==> src/rtl/ball_engine.sv <==
`default_nettype none
// +------------------------------------------------------------------------+
// | Module   : ball_engine                                                 |
// | Purpose  : Pong game logic. Moves the ball once per motion tick,       |
// |            bounces it off the walls and paddles, detects misses, keeps |
// |            both scores and sequences serve / play / point / game over. |
// | Ports    : clk, rst      - clock, synchronous active-high reset        |
// |            en            - run enable, low freezes all state           |
// |            bat_size      - paddle height select (0 small, 1 large)     |
// |            p1_y, p2_y    - left / right paddle top y                   |
// |            bx, by        - ball top-left position                      |
// |            score1/2      - left / right player scores                  |
// |            hit, point    - one-clk event pulses                        |
// |            game_over     - high once a score reaches WIN_SCORE         |
// | Revision : 1.0 - initial release                                       |
// +------------------------------------------------------------------------+
module ball_engine #(
  parameter int H_ACTIVE    = 640,
  parameter int V_ACTIVE    = 480,
  parameter int BALL        = 8,
  parameter int P1_X        = 16,
  parameter int P2_X        = 616,
  parameter int PAD_W       = 8,
  parameter int PAD_H_S     = 48,
  parameter int PAD_H_L     = 96,
  parameter int SPEED       = 2,
  parameter int TICK_DIV    = 833333,
  parameter int SERVE_TICKS = 60,
  parameter int WIN_SCORE   = 15
) (
  input  logic        clk,
  input  logic        rst,
  input  logic        en,
  input  logic        bat_size,
  input  logic [10:0] p1_y,
  input  logic [10:0] p2_y,
  output logic [10:0] bx,
  output logic [10:0] by,
  output logic [5:0]  score1,
  output logic [5:0]  score2,
  output logic        hit,
  output logic        point,
  output logic        game_over
);

  localparam int TW = (TICK_DIV > 1) ? $clog2(TICK_DIV) : 1;
  localparam int SW = (SERVE_TICKS > 1) ? $clog2(SERVE_TICKS) : 1;

  localparam logic [10:0] CX_V    = 11'((H_ACTIVE - BALL) / 2);
  localparam logic [10:0] CY_V    = 11'((V_ACTIVE - BALL) / 2);
  localparam logic [10:0] BOT_V   = 11'(V_ACTIVE - BALL);
  localparam logic [10:0] LFACE_V = 11'(P1_X + PAD_W);
  localparam logic [10:0] RFACE_V = 11'(P2_X - BALL);
  localparam logic [10:0] RMISS_V = 11'(H_ACTIVE - BALL);
  localparam logic [5:0]  WIN_V   = 6'(WIN_SCORE);

  localparam logic signed [11:0] SPD_S   = 12'(SPEED);
  localparam logic signed [11:0] ZERO_S  = 12'sd0;
  localparam logic signed [11:0] BOT_S   = $signed({1'b0, BOT_V});
  localparam logic signed [11:0] LFACE_S = $signed({1'b0, LFACE_V});
  localparam logic signed [11:0] RFACE_S = $signed({1'b0, RFACE_V});
  localparam logic signed [11:0] RMISS_S = $signed({1'b0, RMISS_V});
  localparam logic signed [12:0] BALL_S  = 13'(BALL);

  typedef enum logic [1:0] {
    S_SERVE = 2'd0,
    S_PLAY  = 2'd1,
    S_POINT = 2'd2,
    S_OVER  = 2'd3
  } state_t;

  state_t          state_q, state_d;
  logic [TW-1:0]   tcnt_q;
  logic [SW-1:0]   scnt_q, scnt_d;
  logic [10:0]     bx_q, bx_d, by_q, by_d;
  logic            dx_q, dx_d;   // 1 = moving right (+x)
  logic            dy_q, dy_d;   // 1 = moving down (+y)
  logic [5:0]      score1_q, score1_d, score2_q, score2_d;
  logic            hit_q, hit_d, point_q, point_d;

  logic               w_tick;
  logic signed [11:0] w_nx, w_ny;
  logic [10:0]        w_pad_h;
  logic               w_ov1, w_ov2;

  // Vertical overlap between the ball's next row span and a paddle. Done in
  // 13 bits so an unchecked paddle y near the top of the range cannot wrap.
  function automatic logic f_overlap(input logic signed [11:0] y,
                                     input logic [10:0]        py,
                                     input logic [10:0]        ph);
    logic signed [12:0] y_e, top_e, bot_e;
    y_e   = {y[11], y};
    top_e = $signed({2'b00, py});
    bot_e = $signed({2'b00, py}) + $signed({2'b00, ph});
    return ((y_e + BALL_S) > top_e) && (y_e < bot_e);
  endfunction

  assign w_tick  = en && (tcnt_q == TW'(TICK_DIV - 1));
  assign w_nx    = dx_q ? ($signed({1'b0, bx_q}) + SPD_S) : ($signed({1'b0, bx_q}) - SPD_S);
  assign w_ny    = dy_q ? ($signed({1'b0, by_q}) + SPD_S) : ($signed({1'b0, by_q}) - SPD_S);
  assign w_pad_h = bat_size ? 11'(PAD_H_L) : 11'(PAD_H_S);
  assign w_ov1   = f_overlap(w_ny, p1_y, w_pad_h);
  assign w_ov2   = f_overlap(w_ny, p2_y, w_pad_h);

  // Motion tick divider; holds its count while disabled.
  always_ff @(posedge clk) begin
    if (rst) begin
      tcnt_q <= '0;
    end else if (en) begin
      tcnt_q <= w_tick ? '0 : tcnt_q + TW'(1);
    end
  end

  always_comb begin
    state_d  = state_q;
    scnt_d   = scnt_q;
    bx_d     = bx_q;
    by_d     = by_q;
    dx_d     = dx_q;
    dy_d     = dy_q;
    score1_d = score1_q;
    score2_d = score2_q;
    hit_d    = 1'b0;
    point_d  = 1'b0;

    case (state_q)
      S_SERVE: begin
        bx_d = CX_V;
        by_d = CY_V;
        if (w_tick) begin
          if (scnt_q == SW'(SERVE_TICKS - 1)) begin
            state_d = S_PLAY;
            scnt_d  = '0;
          end else begin
            scnt_d = scnt_q + SW'(1);
          end
        end
      end

      S_PLAY: begin
        if (w_tick) begin
          // Vertical: walls
          if (w_ny <= ZERO_S) begin
            by_d = '0;
            dy_d = 1'b1;
          end else if (w_ny >= BOT_S) begin
            by_d = BOT_V;
            dy_d = 1'b0;
          end else begin
            by_d = w_ny[10:0];
          end

          // Horizontal: paddle face only counts when crossed this tick, so a
          // ball already behind the face carries on to the miss line.
          if (!dx_q) begin
            if ((w_nx <= LFACE_S) && (bx_q > LFACE_V) && w_ov1) begin
              bx_d  = LFACE_V;
              dx_d  = 1'b1;
              hit_d = 1'b1;
            end else if (w_nx <= ZERO_S) begin
              bx_d    = '0;
              point_d = 1'b1;
              state_d = S_POINT;
              if (score2_q < WIN_V) score2_d = score2_q + 6'd1;
            end else begin
              bx_d = w_nx[10:0];
            end
          end else begin
            if ((w_nx >= RFACE_S) && (bx_q < RFACE_V) && w_ov2) begin
              bx_d  = RFACE_V;
              dx_d  = 1'b0;
              hit_d = 1'b1;
            end else if (w_nx >= RMISS_S) begin
              bx_d    = RMISS_V;
              point_d = 1'b1;
              state_d = S_POINT;
              if (score1_q < WIN_V) score1_d = score1_q + 6'd1;
            end else begin
              bx_d = w_nx[10:0];
            end
          end
        end
      end

      S_POINT: begin
        // dx still points at the player who conceded, so the next serve
        // travels toward them; dy is deliberately left alone.
        bx_d   = CX_V;
        by_d   = CY_V;
        scnt_d = '0;
        if ((score1_q == WIN_V) || (score2_q == WIN_V)) begin
          state_d = S_OVER;
        end else begin
          state_d = S_SERVE;
        end
      end

      S_OVER: begin
        bx_d = CX_V;
        by_d = CY_V;
      end

      default: begin
        state_d = S_SERVE;
      end
    endcase
  end

  always_ff @(posedge clk) begin
    if (rst) begin
      state_q  <= S_SERVE;
      scnt_q   <= '0;
      bx_q     <= CX_V;
      by_q     <= CY_V;
      dx_q     <= 1'b1;
      dy_q     <= 1'b1;
      score1_q <= '0;
      score2_q <= '0;
      hit_q    <= 1'b0;
      point_q  <= 1'b0;
    end else if (en) begin
      state_q  <= state_d;
      scnt_q   <= scnt_d;
      bx_q     <= bx_d;
      by_q     <= by_d;
      dx_q     <= dx_d;
      dy_q     <= dy_d;
      score1_q <= score1_d;
      score2_q <= score2_d;
      hit_q    <= hit_d;
      point_q  <= point_d;
    end else begin
      hit_q   <= 1'b0;
      point_q <= 1'b0;
    end
  end

  assign bx        = bx_q;
  assign by        = by_q;
  assign score1    = score1_q;
  assign score2    = score2_q;
  assign hit       = hit_q;
  assign point     = point_q;
  assign game_over = (state_q == S_OVER);

endmodule
`default_nettype wire

==> config.mk <==
export PLATFORM = sky130hd
export DESIGN_NAME = ball_engine
export DESIGN_NICKNAME = d
export VERILOG_FILES = /design/src/rtl/ball_engine.sv
export SDC_FILE = /design/constraint.sdc
export NUM_CORES = 1
export LEC_CHECK = 0
export CAP_MARGIN = 10
export CORE_MARGIN = 2
export CORE_UTILIZATION = 33
export CTS_BUF_LIST = sky130_fd_sc_hd__clkbuf_4
export CTS_CLUSTER_DIAMETER = 150
export DETAILED_ROUTE_END_ITERATION = 10
export GPL_TIMING_DRIVEN = 0
export MAX_ROUTING_LAYER = met4
export PLACE_DENSITY = 0.56
export SLEW_MARGIN = 10
export SYNTH_ARGS = -nofsm -noshare
export SYNTH_HDL_FRONTEND = slang
export SYNTH_SLANG_ARGS = --single-unit
==> constraint.sdc <==
create_clock -name clk -period 9.15 [get_ports clk]
set_clock_uncertainty 0.15 [all_clocks]
set_input_delay 1.3725 -clock clk [delete_from_list [all_inputs] [get_ports clk]]
set_output_delay 1.3725 -clock clk [all_outputs]
set_load 0.005 [all_outputs]
==> results.cfg, run 1 <==
[outcome]
status = completed

[synth]
synthFlopType = dfxtp_1
yosysWarnings = 0
synth_commonest_cells = 74 x nor2_1, 69 x ha_1, 64 x dfxtp_1
synthTopCellsByArea = dfxtp_1 23%, ha_1 15%, nor2_1 4.9%
synth.avg_cell_area_um2 = 7.95
synth.most_common_cell = nor2_1
synth.distinct_cells = 82
synth_edf_count = 0
async_reset_ff_frac = 0
netlist_area_mm2 = 0.00566
syn_inst = 712
ys_ff_latch = 64
yosys.area.top_type = dfxtp_1
synth_top_area_share = 0.226
ys_seq_area_frac = 0.226

[clock_tree]
clk_path_buf_depth = 2
cts_root_buffer = clkbuf_4
cts.clk_slew.worst_paths_ns = 0.10
cts_hold_buf = 0
cts_resized = 0
insertion_delay_ns = 0.42
h-tree-depth = 3
cts_buffers = 9
cts_setup_buffers = 0
cts_tree = yes
cts.sinks = 64

[die]
die_y_um = 135
core.rowCount = 47
core_mm2 = 0.0167
die_w_um = 135
die_area_mm2 = 0.0182
ios = 63
initial_core_util = 0.339

[final_layout]
fin_nets = 879
insertedDiodeCount = 0
finalNonFillerCells = 1007
final_cell_area_mm2 = 0.00665
drive_above_1_share = 0.0521
synthToLayoutAreaGrowth_pct = 17.5
nFillCells = 1806

[flow_run]
cap_violations = 0

[detailed_routing]
first_iter_violations = 243
detail_route.vias_per_cell = 5.23
wl_mm = 14.8
num_vias = 5269
wl_per_cell_um = 14.7
ant_nets = 0
drc = 0
drt_pass1_iterations = 5

[hold_path]
min_path_type = register to register

[timing]
period_needed_ns = 6.36
rsz0062_at_grt = no
setup_tns_ns = 0
worst-slew-pin-transition_ns = 0.948
final-setup-viol-count = 0
setup_ws_ns = 2.79
finalCritPeriodShare = 0.695
finalHoldViolCount = 0
slew_headroom = 0.360
hold_slack_ns = 0.341
max_freq_mhz = 157
slew_violations = 0

[global_route]
grt_usage = 0.170
grt_pass1_vias = 4924
grt_pass1_wl_mm = 24.4
overflow = 0
grt_max_degree = 19
antenna_found_initial = 0

[worst_setup_path]
r2r_end = state_q[1]
cp.depth = 20
rr_startpoint = dy_q
path_delay_family = compound AO/OA/AOI/OAI gates
end_kind = register
rr_worst_depth = 20
required_ns = 9.31
path_buf_inv = 1
rrSetupSlack_ns = 2.79
arrival_ns = 6.52
crit_fanout = 11
cp_slowest_cell = o211ai_1
critical-path-max-stage-delay_ns = 0.61
cp-start-kind = register
crit_type = register to register
crit_path_end = state_q[1]
crit_path_start = dy_q
critical_path.most_common_cell = ha_1
cp_cell_sequence = inv_1, ha_1, a211oi_1, nor2_1, xor2_1, ha_1, nand3_2, or3_4, xnor2_1, ha_1, nand3_1, or4_1, o22ai_1, a211o_1, nand2_1, a41o_1, o211ai_1, nand2_1, a31o_1, mux2_4

[placed_design]
pre_cts_slack_ns = 2.92
place_area_mm2 = 0.00652
io_buffers = 58
gp_congestion = 0.858
place_hpwl_mm = 11.6
placed_cells = 991

[power]
power_leakage_uw = 0.00275
p_per_area_mw_per_mm2 = 82.1
ir_worst_vdd_mv = 0.0817
## metrics by stage
stage	utilization	total power (uW)
after floorplan	-	337
after global routing	0.398	577
after detailed placement	0.390	363
after global placement	0.390	363
final	0.398	546
after CTS	0.398	553
## layer usage
layer  wire length (um)  share of wire  vias to the layer above  global-route usage
met5                  0              0                        -                   -
met4                223          0.015                        0              0.0480
met3                538          0.036                       17              0.0184
met2               6690           0.45                      102               0.270
met1               7390           0.50                     2434               0.228
li1                   -              -                     2716                   -
## cell type report
class / count / area (um2) / share of cell area
multi-input combinational: 576 / 4100 / 0.617
clock buffer: 11 / 82.6 / 0.0124
inverter: 52 / 195 / 0.0294
buffer: 21 / 87.6 / 0.0132
timing repair buffer: 58 / 581 / 0.0873
sequential: 64 / 1280 / 0.193
clock inverter: 5 / 47.5 / 0.00715
tap: 220 / 275 / 0.0414
## flip-flops by register name, indices dropped and copies added, names as in the netlist
signal / count
bx: 10
hit: 1
state_q: 2
scnt_q: 6
dy_q: 1
point: 1
by: 10
dx_q: 1
tcnt_q: 20
score1: 6
score2: 6
## cell families (layout without fill, tap and decap cells)
family	count (synthesis)	after routing	share of synthesized area
multiplexers	8	8	0.0155
AND/OR/NAND/NOR	266	266	0.238
XOR/XNOR	54	54	0.0882
AO/OA/AOI/OAI	173	173	0.218
flip-flops	64	64	0.226
adder cells (fa/ha/maj)	73	73	0.163
other	1	2	0.000662
buffers and inverters	73	147	0.0500
## layout by cell type (no fill, tap or decap), types with 8 or more instances in the layout
cell and count:
or3_1 10, nor3_1 15, nand2b_1 11, nand2_1 46, nor2b_1 20, nor2_1 74, o21ai_0 31, a21oi_1 39
o21a_1 8, ha_1 69, xor2_1 24, clkbuf_4 11, o22ai_1 8, nand4_1 18, clkdlybuf4s50_1 58, xnor2_1 28
nand3_1 32, a21o_1 9, inv_1 52, clkbuf_1 17, dfxtp_1 64
## worst reg2reg max path, delay by kind of cell (launching register included)
family | cells | cell delay, ns
buffers and inverters | 1 | 0.25
multiplexers | 1 | 0.30
adder cells (fa/ha/maj) | 3 | 1.03
XOR/XNOR | 2 | 0.78
AND/OR/NAND/NOR | 7 | 1.36
flip-flops | 1 | 0.48
AO/OA/AOI/OAI | 6 | 1.91
## worst min-delay path by stage
stage	startpoint	endpoint	slack, ns	cells past startpoint
floorplan	scnt_q[5]	scnt_q[5]	0.30	2
global placement	score2[5]	score2[5]	0.32	1
detailed placement	score2[5]	score2[5]	0.32	1
CTS	score2[5]	score2[5]	0.34	1
global route	score1[5]	score1[5]	0.36	1
finish	score2[5]	score2[5]	0.34	1
## where the power goes
part           internal [uW]  switching [uW]
Sequential               280            1.51
Combinational           36.0            39.7
Clock                   87.0             102
Total                    403             143
No activity file was read; power rests on OpenSTA's default activity.
==> run 2, diff against run 1 <==
--- a/config.mk
+++ b/config.mk
@@ -13,7 +13,7 @@
 export DETAILED_ROUTE_END_ITERATION = 10
 export GPL_TIMING_DRIVEN = 0
 export MAX_ROUTING_LAYER = met4
-export PLACE_DENSITY = 0.56
+export PLACE_DENSITY = 0.57
 export SLEW_MARGIN = 10
 export SYNTH_ARGS = -nofsm -noshare
 export SYNTH_HDL_FRONTEND = slang
==> constraint.sdc (replaced) <==
create_clock -name clk -period 5.7 [get_ports clk]
set_clock_uncertainty 0.15 [all_clocks]
set_input_delay 0.855 -clock clk [delete_from_list [all_inputs] [get_ports clk]]
set_output_delay 0.855 -clock clk [all_outputs]
set_load 0.005 [all_outputs]
==> results.cfg, run 2 (synthesized netlist as in run 1, its figures left out) <==
[outcome]
status = completed

[timing]
finalHoldViolCount = 0
max_freq_mhz = 185
setup_ws_ns = 0.304
slew_headroom = 0.313
finalCritPeriodShare = 0.947
worst-slew-pin-transition_ns = 1.03
period_needed_ns = 5.40
final-setup-viol-count = 0
setup_tns_ns = 0
slew_violations = 0

[final_layout]
drive_above_1_share = 0.0765
nFillCells = 1774
largest_reg_flops = 20
finalNonFillerCells = 1017
insertedDiodeCount = 0
final_util = 0.406
synthToLayoutAreaGrowth_pct = 19.7
final_common_cell = nor2_1
fin_nets = 889
regMostFlops = tcnt_q
final_cell_mix = 73 x nor2_1, 68 x ha_1, 62 x dfxtp_1

[global_route]
antenna_found_initial = 0
grt_pass1_vias = 5039
grt_max_degree = 19
grt_usage = 0.169
grt_pass1_wl_mm = 24.5
overflow = 0

[worst_setup_path]
crit_fanout = 9
cp_cell_sequence = inv_1, fa_1, nand2b_1, a21oi_2, xor2_4, nand3_1, nor2_2, nand2_1, xnor2_1, ha_1, nand3_1, or4_1, o22ai_1, a211o_1, nand2_1, a41o_1, o211ai_1, buf_4, nand2_1, a31o_1, mux2_4
cp_slowest_cell = fa_1
arrival_ns = 5.54
rrSetupSlack_ns = 0.30
end_kind = register
required_ns = 5.85
path_buf_inv = 2
critical-path-max-stage-delay_ns = 0.51
cp-start-kind = register
path_delay_family = simple AND/OR/NAND/NOR gates
critical_path.most_common_cell = nand2_1
crit_type = register to register

[flow_run]
cap_violations = 0

[detailed_routing]
drt_pass1_iterations = 5
num_vias = 5309
wl_per_cell_um = 14.7
drc = 0
first_iter_violations = 243
ant_nets = 0
wl_mm = 14.9
detail_route.vias_per_cell = 5.22

[clock_tree]
cts.clk_slew.worst_paths_ns = 0.10
cts.sinks = 64
cts_tree = yes
h-tree-depth = 3
cts_root_buffer = clkbuf_4
clk_path_buf_depth = 2
cts_buffers = 9
cts_hold_buf = 0
insertion_delay_ns = 0.41

[die]
die_area_mm2 = 0.0182
die_y_um = 135
core.rowCount = 47
core_mm2 = 0.0167
die_w_um = 135
initial_core_util = 0.339
ios = 63

[placed_design]
io_buffers = 58
gp_congestion = 0.872
pre_cts_slack_ns = -0.539
placed_cells = 991
place_hpwl_mm = 11.6

[power]
p_int_uw = 647
finalPower_uw = 871
switchingPower_uw = 224
p_per_area_mw_per_mm2 = 129
power_leakage_uw = 0.00280
switching_share = 0.257
clkPwrFrac = 0.342
p_seq_frac = 0.518
combPwrFrac = 0.140
ir_worst_vdd_mv = 0.106

[hold_path]
min_path_type = register to register
run 2: path summary, 6_finish.rpt:
check | start | to | cells past startpoint
min reg2reg | score1[4] | score1[4] | 1
max | by[1] | state_q[1] | 21
max reg2reg | by[1] | state_q[1] | 21
min | score1[4] | score1[4] | 1
run 2: stage by stage:
stage	hold slack [ns]	instance area [um2]
after floorplan	0.304	5660
after global placement	0.324	6520
after detailed placement	0.323	6520
after CTS	0.340	6670
after global routing	0.356	6780
final	0.340	6780
run 2: worst reg2reg max path: stages, from the launching register on:
cell      delay (ns)
dfxtp_2         0.44
inv_1           0.19
fa_1            0.51
nand2b_1        0.24
a21oi_2         0.26
xor2_4          0.31
nand3_1         0.26
nor2_2          0.24
nand2_1         0.09
xnor2_1         0.17
ha_1            0.34
nand3_1         0.08
or4_1           0.40
o22ai_1         0.20
a211o_1         0.14
nand2_1         0.05
a41o_1          0.24
o211ai_1        0.18
buf_4           0.17
nand2_1         0.10
a31o_1          0.25
mux2_4          0.29
run 2: metal layers:
metal | vias to the layer above | wire length (um) | part of all wire | GRT usage
li1 | 2731 | - | - | -
met1 | 2446 | 7400 | 0.50 | 0.226
met2 | 108 | 6620 | 0.44 | 0.269
met3 | 24 | 592 | 0.040 | 0.0233
met4 | 0 | 289 | 0.019 | 0.0475
met5 | - | 0 | 0 | -
run 2: layout make-up:
| class | count | area, um2 | share of cell area |
|---|---|---|---|
| Multi-Input combinational cell | 576 | 4140 | 0.611 |
| Sequential cell | 64 | 1280 | 0.189 |
| Timing Repair Buffer | 68 | 656 | 0.0968 |
| Tap cell | 220 | 275 | 0.0406 |
| Inverter | 52 | 199 | 0.0294 |
| Buffer | 21 | 88.8 | 0.0131 |
| Clock buffer | 11 | 82.6 | 0.0122 |
| Clock inverter | 5 | 47.5 | 0.00702 |
run 2: power by group through the flow:
stage	logic [uW]	registers, uW	clock network [uW]
floorplan	80.2	461	0
CTS	122	451	310
detailed placement	121	462	0
global route	140	452	332
finish	122	451	298
global placement	120	462	0
run 2: repair_timing:
action / 4_1_cts / 5_1_grt
setup endpoints to repair: 19 / 23
buffers inserted: 2 / 8
gates cloned: 0 / 0
gates resized for setup: 1 / 11
pin swaps: 1 / 0
==> run 3, diff against run 2 <==
--- a/config.mk
+++ b/config.mk
@@ -11,7 +11,6 @@
 export CTS_BUF_LIST = sky130_fd_sc_hd__clkbuf_4
 export CTS_CLUSTER_DIAMETER = 150
 export DETAILED_ROUTE_END_ITERATION = 10
-export GPL_TIMING_DRIVEN = 0
 export MAX_ROUTING_LAYER = met4
 export PLACE_DENSITY = 0.57
 export SLEW_MARGIN = 10
==> results.cfg, run 3 (synthesized netlist as in run 1, its figures left out) <==
[timing]
worst-slew-pin-transition_ns = 0.978
finalHoldViolCount = 0
slew_violations = 0
final-setup-viol-count = 0
hold_slack_ns = 0.337
setup_tns_ns = 0
period_needed_ns = 5.24
rsz0062_at_grt = no
finalCritPeriodShare = 0.919
max_freq_mhz = 191
slew_headroom = 0.345

[power]
p_int_uw = 599
switchingPower_uw = 221
ir_worst_vdd_mv = 0.132
p_seq_frac = 0.551
switching_share = 0.269
combPwrFrac = 0.151
clkPwrFrac = 0.298
power_leakage_uw = 0.00275
p_per_area_mw_per_mm2 = 124

[worst_setup_path]
cp-start-kind = register
rr_worst_depth = 21
rrSetupSlack_ns = 0.46
crit_fanout = 11
r2r_end = state_q[1]
end_kind = register
crit_path_start = dy_q
crit_type = register to register
required_ns = 5.88
rr_startpoint = dy_q
arrival_ns = 5.41
crit_path_end = state_q[1]

[detailed_routing]
num_vias = 5247
wl_mm = 15.1
drt_pass1_iterations = 5
wl_per_cell_um = 15.2
first_iter_violations = 282
drc = 0
ant_nets = 0
detail_route.vias_per_cell = 5.27

[final_layout]
regMostFlops = tcnt_q
final_cell_area_mm2 = 0.00663
synthToLayoutAreaGrowth_pct = 17.1
final_util = 0.397
final_common_cell = nor2_1
fin_nets = 870
insertedDiodeCount = 0
final_cell_mix = 74 x nor2_1, 69 x ha_1, 64 x dfxtp_1
largest_reg_flops = 20
drive_above_1_share = 0.0619

[global_route]
antenna_found_initial = 0
grt_usage = 0.171
grt_pass1_vias = 4924
overflow = 0
grt_max_degree = 38
grt_pass1_wl_mm = 24.5

[clock_tree]
cts_buffers = 9
clk_path_buf_depth = 2
cts_tree = yes
h-tree-depth = 3
insertion_delay_ns = 0.42
cts.sinks = 64
cts.clk_slew.worst_paths_ns = 0.11
cts_root_buffer = clkbuf_4

[placed_design]
place_area_mm2 = 0.00651
io_buffers = 60
gp_congestion = 0.928
place_hpwl_mm = 11.9

[die]
core.rowCount = 47
core_mm2 = 0.0167
initial_core_util = 0.339
die_area_mm2 = 0.0182
ios = 63
die_y_um = 135
die_w_um = 135

[hold_path]
min_path_type = register to register

[flow_run]
cap_violations = 0

[outcome]
status = completed
[run 3: cell types whose count changed in the layout (fill, tap and decap cells not counted), sizes merged]
cell	delta
inv	+1
clkbuf	-17
clkinv	-2
bufinv	-1
clkinvlp	-1
clkdlybuf4s50	+2
buf	-4
[run 3: area by class of cell]
class	instances	area, um2
Multi-Input combinational cell	576	4110
Sequential cell	64	1280
Tap cell	220	275
Timing Repair Buffer	70	676
Fill cell	1765	10100
Clock buffer	11	82.6
Clock inverter	2	10.0
Inverter	52	195
[run 3: worst min path at each step]
stage	startpoint	to	slack (ns)	cells after the start
4_1_cts	score2[5]	score2[5]	0.34	1
3_3_place_gp	score2[5]	score2[5]	0.32	1
2_1_floorplan	scnt_q[5]	scnt_q[5]	0.30	2
3_5_place_dp	score1[4]	score1[4]	0.32	1
6_report	score2[5]	score2[5]	0.34	1
5_1_grt	score2[5]	score2[5]	0.35	1
[run 3: worst max-delay path, stage by stage, from the launching register on]
cell and delay [ns]:
dfxtp_1 0.42, inv_1 0.21, ha_1 0.49, o211ai_2 0.14
o21a_4 0.26, xnor2_4 0.32, o2111ai_1 0.24, nor2_1 0.23
nand2_1 0.09, xnor2_1 0.17, ha_1 0.33, nand3_1 0.07
or4_1 0.40, o22ai_1 0.22, a211o_1 0.15, nand2_1 0.06
a41o_1 0.23, o211ai_1 0.17, buf_4 0.16, nand2_1 0.10
a31o_1 0.25, mux2_4 0.29
[run 3: power groups by stage]
stage / registers, uW / logic [uW] / clock network [uW]
3_5_place_dp: 462 / 124 / 0
2_1_floorplan: 461 / 80.2 / 0
4_1_cts: 451 / 125 / 254
3_3_place_gp: 462 / 125 / 0
6_report: 451 / 124 / 244
5_1_grt: 452 / 140 / 277
[run 3: repair_timing]
| action | in CTS | in global routing |
|---|---|---|
| resized for setup | 0 | 2 |
| setup endpoints to repair | 0 | 22 |
| buffers inserted | 0 | 2 |
| hold buffers | 0 | 0 |
[run 3: through the flow]
step / instances / worst slack (ns) / total power [uW]
3_3_place_gp: 980 / 0.300 / 586
3_5_place_dp: 980 / 0.178 / 585
5_1_grt: 995 / 0.0150 / 868
2_1_floorplan: 713 / 0.578 / 541
6_report: 995 / 0.463 / 820
4_1_cts: 993 / 0.187 / 830
[run 3: metal layers]
| layer | global-route usage | up-vias | part of all wire |
|---|---|---|---|
| li1 | - | 2699 | - |
| met1 | 0.227 | 2403 | 0.49 |
| met2 | 0.270 | 117 | 0.45 |
| met3 | 0.0244 | 28 | 0.049 |
| met4 | 0.0521 | 0 | 0.017 |
| met5 | - | - | 0 |
